$ cat src/rtl/jpeg_ctrl_pkg.sv
// Shared definitions for the JPEG encoder control path.
// Holds the sequencer state encoding, the component and quantizer-table codes,
// the default SRAM address width, and the component stepping helper.
package jpeg_ctrl_pkg;

  typedef enum logic [2:0] {
    ST_IDLE     = 3'd0,
    ST_CC_RUN   = 3'd1,
    ST_DCT_RUN  = 3'd2,
    ST_QUAN_RUN = 3'd3,
    ST_HANDOFF  = 3'd4,
    ST_DONE     = 3'd5,
    ST_ERR      = 3'd6
  } seq_state_t;

  localparam logic [1:0] COMP_Y  = 2'd0;
  localparam logic [1:0] COMP_CB = 2'd1;
  localparam logic [1:0] COMP_CR = 2'd2;

  localparam logic QMODE_LUMA   = 1'b0;
  localparam logic QMODE_CHROMA = 1'b1;

  localparam int DEF_ADDR_W = 11;

  // Y -> Cb -> Cr -> Y
  function automatic logic [1:0] next_comp(input logic [1:0] c);
    case (c)
      COMP_Y:  return COMP_CB;
      COMP_CB: return COMP_CR;
      default: return COMP_Y;
    endcase
  endfunction

endpackage

$ cat src/rtl/jpeg_watchdog.sv
// Purpose: stage watchdog; flags a stage that waits TIMEOUT cycles for its valid.
// Latency: expire is combinational from the count, high in the TIMEOUT-th waiting cycle.
// Backpressure: none; the owner decides which states are timed via en/clr.
// Ports: clk/rst (async, active-high); clr reloads the count; en counts one
//        waiting cycle; expire = en while no waiting cycles remain.
module jpeg_watchdog #(
  parameter int TIMEOUT = 4096
) (
  input  logic clk,
  input  logic rst,
  input  logic clr,
  input  logic en,
  output logic expire
);

  localparam int CNT_W  = (TIMEOUT > 1) ? $clog2(TIMEOUT) : 1;
  localparam int LOAD_I = (TIMEOUT > 0) ? TIMEOUT - 1 : 0;
  localparam logic [CNT_W-1:0] LOAD = LOAD_I[CNT_W-1:0];

  // Counts remaining cycles down from TIMEOUT-1, so the loaded value means
  // "zero cycles elapsed"; reset therefore loads it too.
  logic [CNT_W-1:0] cnt;

  always_ff @(posedge clk or posedge rst) begin
    if (rst) begin
      cnt <= LOAD;
    end else if (clr) begin
      cnt <= LOAD;
    end else if (en && cnt != '0) begin
      cnt <= cnt - CNT_W'(1);
    end
  end

  // TIMEOUT == 0 disables the trap entirely.
  assign expire = (TIMEOUT != 0) && en && (cnt == '0);

endmodule

$ cat src/rtl/jpeg_block_sequencer.sv
// Purpose: frame sequencer: colour conversion once, then DCT/quant/entropy per block and component.
// Latency: all outputs but sram_raddr registered; an awaited valid swaps enables on the next cycle.
// Backpressure: HANDOFF holds ent_valid and indices until ent_ready, with no time limit.
// Ports: start; cc/dct/quan enable+valid pairs; cc_raddr/dct_raddr muxed onto
//        sram_raddr; ent_valid/ent_ready; blk_idx, comp_idx, quan_mode; busy, done, err.
module jpeg_block_sequencer
  import jpeg_ctrl_pkg::*;
#(
  parameter int  NUM_BLOCKS = 64,
  parameter int  TIMEOUT    = 4096,
  parameter int  ADDR_W     = DEF_ADDR_W,
  localparam int BLK_W      = (NUM_BLOCKS > 1) ? $clog2(NUM_BLOCKS) : 1
) (
  input  logic              clk,
  input  logic              rst,
  input  logic              start,
  output logic              cc_enable,
  input  logic              cc_valid,
  input  logic [ADDR_W-1:0] cc_raddr,
  output logic              dct_enable,
  input  logic              dct_valid,
  input  logic [ADDR_W-1:0] dct_raddr,
  output logic [ADDR_W-1:0] sram_raddr,
  output logic              quan_enable,
  output logic              quan_mode,
  input  logic              quan_valid,
  output logic              ent_valid,
  input  logic              ent_ready,
  output logic [BLK_W-1:0]  blk_idx,
  output logic [1:0]        comp_idx,
  output logic              busy,
  output logic              done,
  output logic              err
);

  localparam logic [BLK_W-1:0] LAST_BLK = BLK_W'(NUM_BLOCKS - 1);

  seq_state_t state;
  logic       stage_valid;
  logic       wd_en;
  logic       wd_clr;
  logic       wd_expire;
  logic       last_unit;
  logic [1:0] comp_nxt;

  // The valid the current state is waiting for; only the run states are timed.
  always_comb begin
    stage_valid = 1'b0;
    wd_en       = 1'b0;
    case (state)
      ST_CC_RUN:   begin wd_en = 1'b1; stage_valid = cc_valid;   end
      ST_DCT_RUN:  begin wd_en = 1'b1; stage_valid = dct_valid;  end
      ST_QUAN_RUN: begin wd_en = 1'b1; stage_valid = quan_valid; end
      default:     ;
    endcase
  end

  // Every entry into a timed state comes either from an untimed state or from
  // an accepted valid, so holding clr in those cases restarts the count on entry.
  assign wd_clr = !wd_en || stage_valid;

  jpeg_watchdog #(.TIMEOUT(TIMEOUT)) u_watchdog (
    .clk    (clk),
    .rst    (rst),
    .clr    (wd_clr),
    .en     (wd_en),
    .expire (wd_expire)
  );

  assign last_unit  = (comp_idx == COMP_CR) && (blk_idx == LAST_BLK);
  assign comp_nxt   = next_comp(comp_idx);
  assign sram_raddr = (state == ST_CC_RUN) ? cc_raddr : dct_raddr;

  always_ff @(posedge clk or posedge rst) begin
    if (rst) begin
      state       <= ST_IDLE;
      cc_enable   <= 1'b0;
      dct_enable  <= 1'b0;
      quan_enable <= 1'b0;
      quan_mode   <= QMODE_LUMA;
      ent_valid   <= 1'b0;
      busy        <= 1'b0;
      done        <= 1'b0;
      err         <= 1'b0;
      blk_idx     <= '0;
      comp_idx    <= COMP_Y;
    end else begin
      done <= 1'b0;
      case (state)
        ST_IDLE, ST_ERR: begin
          if (start) begin
            state     <= ST_CC_RUN;
            cc_enable <= 1'b1;
            busy      <= 1'b1;
            err       <= 1'b0;
            blk_idx   <= '0;
            comp_idx  <= COMP_Y;
            quan_mode <= QMODE_LUMA;
          end
        end
        // A valid on the expiry edge takes priority over the trap.
        ST_CC_RUN: begin
          if (cc_valid) begin
            state      <= ST_DCT_RUN;
            cc_enable  <= 1'b0;
            dct_enable <= 1'b1;
          end else if (wd_expire) begin
            state     <= ST_ERR;
            cc_enable <= 1'b0;
            busy      <= 1'b0;
            err       <= 1'b1;
          end
        end
        ST_DCT_RUN: begin
          if (dct_valid) begin
            state       <= ST_QUAN_RUN;
            dct_enable  <= 1'b0;
            quan_enable <= 1'b1;
          end else if (wd_expire) begin
            state      <= ST_ERR;
            dct_enable <= 1'b0;
            busy       <= 1'b0;
            err        <= 1'b1;
          end
        end
        ST_QUAN_RUN: begin
          if (quan_valid) begin
            state       <= ST_HANDOFF;
            quan_enable <= 1'b0;
            ent_valid   <= 1'b1;
          end else if (wd_expire) begin
            state       <= ST_ERR;
            quan_enable <= 1'b0;
            busy        <= 1'b0;
            err         <= 1'b1;
          end
        end
        // Indices and quan_mode only move here, so they stay fixed from
        // DCT_RUN entry through the handshake.
        ST_HANDOFF: begin
          if (ent_ready) begin
            ent_valid <= 1'b0;
            if (last_unit) begin
              state <= ST_DONE;
              busy  <= 1'b0;
              done  <= 1'b1;
            end else begin
              state      <= ST_DCT_RUN;
              dct_enable <= 1'b1;
              comp_idx   <= comp_nxt;
              quan_mode  <= (comp_nxt == COMP_Y) ? QMODE_LUMA : QMODE_CHROMA;
              if (comp_idx == COMP_CR) begin
                blk_idx <= blk_idx + BLK_W'(1);
              end
            end
          end
        end
        ST_DONE: state <= ST_IDLE;
        default: state <= ST_IDLE;
      endcase
    end
  end

endmodule

$ cat config.mk
export PLATFORM = sky130hd
export DESIGN_NAME = jpeg_block_sequencer
export DESIGN_NICKNAME = d
export VERILOG_FILES = /design/src/rtl/jpeg_ctrl_pkg.sv /design/src/rtl/jpeg_watchdog.sv /design/src/rtl/jpeg_block_sequencer.sv
export SDC_FILE = /design/constraint.sdc
export NUM_CORES = 1
export LEC_CHECK = 0
export ABC_AREA = 1
export ABC_CLOCK_PERIOD_IN_PS = 2100
export BUFFER_PORTS_ARGS = -buffer_cell sky130_fd_sc_hd__buf_2
export CAP_MARGIN = 0
export CORE_ASPECT_RATIO = 2
export CORE_MARGIN = 5
export CORE_UTILIZATION = 25
export DETAILED_ROUTE_END_ITERATION = 10
export PLACE_DENSITY = 0.51
export RECOVER_POWER = 25
export SYNTH_ARGS = -nofsm -noshare
export SYNTH_HDL_FRONTEND = slang
export SYNTH_HIERARCHICAL = 1
export SYNTH_SLANG_ARGS = --single-unit
$ cat constraint.sdc
create_clock -name clk -period 2.1 [get_ports clk]
set_input_delay 0.21 -clock clk [delete_from_list [all_inputs] [get_ports clk]]
set_output_delay 0.21 -clock clk [all_outputs]
set_load 0.02 [all_outputs]
==> qor.txt <==
PwrDens - 1545 mW/mm^2
Max Slew Vio Count - 0
gr usage total - 12.25%
Setup TNS - 0 ps
Synth Cell Area - 0.002236 sq mm
ranking of synthesized cells by area - nand2_1 21%, dfrtp_1 21%, dfstp_2 14%
worst reg-to-reg setup slack - 180 ps
FF+latch count, synth - 31
shortest period the worst path allows - 1916 ps
top_reg_cell synth - dfrtp_1
post-DR vias/cell - 4.516
wire length per cell - 13.20 microns
RSZ-0062 raised after global routing - no
yosys warns - 6
maximum VDD drop - 696.9 uV
Die Wd - 76.87 microns
Final Hold Viols - 0
share of flip-flops with an asynchronous set or reset - 100.0%
Mean Syn Cell Area - 6.880 sq um
WS Path Type - reg -> reg
Critical Path Source Type - flop
Vias - 2213
number of synthesized flops with an enable pin - 0
post-route clock skew - 7.125 ps
Starting DRT DRC Count - 89
total congestion overflow - 0
Rows - 49
Multi-input gate area - 0.001292 sq mm
worst r2r dst - state[1]
CTS clk-pin slew, worst paths - 50 ps
largest net degree at the start of global routing - 20
R2R cell count - 12
Synth area leader - nand2_1
CP required - 2250 ps
DRC Markers - 0
vias in the first global route - 2336
Sink Count - 31
Final HPWL DP - 5238 microns
P&R area growth vs syn - 25.46%
post-synth top area share - 21.49%
clk root buf - clkbuf_16
Post-Syn Instances - 325
H-tree depth - 2
Starting Density - 25.15%
CP arrival - 2060 ps
Unique masters post-synth - 36
setup bufs post-CTS - 0
Seq/Total Area, Yosys - 35.37%
FF+latch area - 793.3 sq um
Total Routed Length - 6470 microns
ratio of cells with drive above 1 in the final layout - 28.09%
initial antenna violation count - 0
clock latency at the later pin of the worst-skew pair - 270 ps
# port buffers - 55
critical-path maximum fanout - 6
worst min-delay path category - in -> async
status - complete, no violations
FILL cells - 961
maximum buffer depth of the clock tree - 2
maximum capacitance violations - 0
highest clock rate - 0.5220 GHz
CP Capture Type - flop
pre-CTS setup slack - 47.55 ps
global-route wire length before repair - 11010 microns
period utilization - 91.23%
Die Y - 143.7 microns
TritonCTS clock tree - built
Setup violations, final - 0
Antenna Nets Post-Route - 0
Ports - 56
die area - 0.01105 sq mm
Setup WS post-layout - 184.2 ps
Max-slew headroom - 48.95%
Nets - 419
Slew @ Worst Pin - 764.9 ps
Pleak - 1.518 nW
GPL Wtd Cong - 0.9223
Tot Pwr - 4.333 mW
post-synth net total - 357
CTS Buf Count - 5
drt pass-1 iters - 6
ANT cells - 0
reg-to-reg critical path startpoint - state[1]
core box area - 0.008890 sq mm
==> flip-flops by register name (all words and copies together) (netlist names) <==
register / cells
ent_valid: 1
done: 1
cc_enable: 1
err: 1
blk_idx: 6
quan_enable: 1
u_watchdog/cnt: 12
busy: 1
dct_enable: 1
state: 3
quan_mode: 1
comp_idx: 2
==> area by class of cell <==
| type | count | area share, % |
|---|---|---|
| timing repair buffer | 59 | 10.88 |
| sequential | 31 | 28.28 |
| multi-input combinational | 255 | 46.07 |
| tap | 102 | 4.549 |
| clock buffer | 7 | 5.085 |
| inverter | 35 | 4.951 |
| clock inverter | 1 | 0.1784 |
==> worst max-delay path by stage <==
stage / end / from / cells past startpoint
5_1_grt: quan_enable / u_watchdog/cnt[0] / 9
3_5_place_dp: state[1] / state[1] / 12
4_1_cts: state[1] / state[1] / 12
3_3_place_gp: state[1] / state[1] / 12
6_report: state[1] / state[1] / 12
2_1_floorplan: u_watchdog/cnt[10] / state[2] / 12
==> critical path, stage by stage (launching register included) <==
cell     delay (ps)
dfrtp_2         420
inv_2           100
nand2_4         120
nand2_4          90
inv_1           160
inv_1            70
nor2_2          200
inv_1           140
nand3_1         100
nand2_1          90
nand4_1         100
nand2_1          50
o21ai_0         130
==> Yosys cell counts, types with 2 or more instances <==
cell type  instances
a21oi_1            4
o21ai_2            3
nand4_1            6
dfstp_2           12
nand2_2            2
o21ai_1            6
nand2_1          128
o21ai_0           10
nor3b_1            2
nand3_1           33
nand2_4            9
clkbuf_1           2
ha_1               3
nor2_2             2
o21a_1             2
nand3_4            2
nand3b_1           2
dfrtp_1           19
inv_1             30
nor2_1            29
inv_2              4
==> power breakdown <==
group	internal [mW]	total [mW]	switching, mW
registers	0.875	1.06	0.185
logic	0.836	2.56	1.72
clock network	0.469	0.714	0.245
total	2.18	4.33	2.15
==> layout by cell type (no fill, tap or decap), types with 9 or more instances in the layout <==
cell,count
nand2_4,9
dfrtp_1,17
nand2_1,128
nor2_1,28
dfstp_2,12
buf_2,55
inv_1,30
nand3_1,32
o21ai_0,10
==> what timing repair did <==
action / 4_1_cts / 5_1_grt
hold buffers: 0 / 0
endpoints found under the setup margin: 0 / 14
gates resized for setup: 0 / 5
==> cell families (layout without fill, tap and decap cells) <==
group	Yosys count	in the layout	share of synthesized area, %
AND/OR/NAND/NOR	222	222	47.34
flip-flops	31	31	35.37
XOR/XNOR	2	2	0.7836
adder cells (fa/ha/maj)	3	3	1.679
AO/OA/AOI/OAI	28	28	7.667
buffers and inverters	39	102	7.163
==> per-layer routing <==
| layer | global-route usage (%) | vias up | routed length (microns) |
|---|---|---|---|
| met5 | 0 | - | 0 |
| met4 | 4.608 | 0 | 150 |
| met3 | 2.133 | 13 | 249 |
| met2 | 25.24 | 50 | 3817 |
| met1 | 11.54 | 993 | 2252 |
| li1 | - | 1157 | - |
==> stage by stage <==
step | utilization [%] | hold WS [ps] | instances | area, sq um
floorplan | - | 161.1 | 325 | 2236
detailed placement | 29.75 | 416.5 | 482 | 2645
global route | 31.56 | 170.5 | 490 | 2805
global placement | 29.75 | 405.9 | 482 | 2645
finish | 31.56 | 81.31 | 490 | 2805
CTS | 31.41 | 128.6 | 490 | 2793
(Power assumes the default switching activity.)
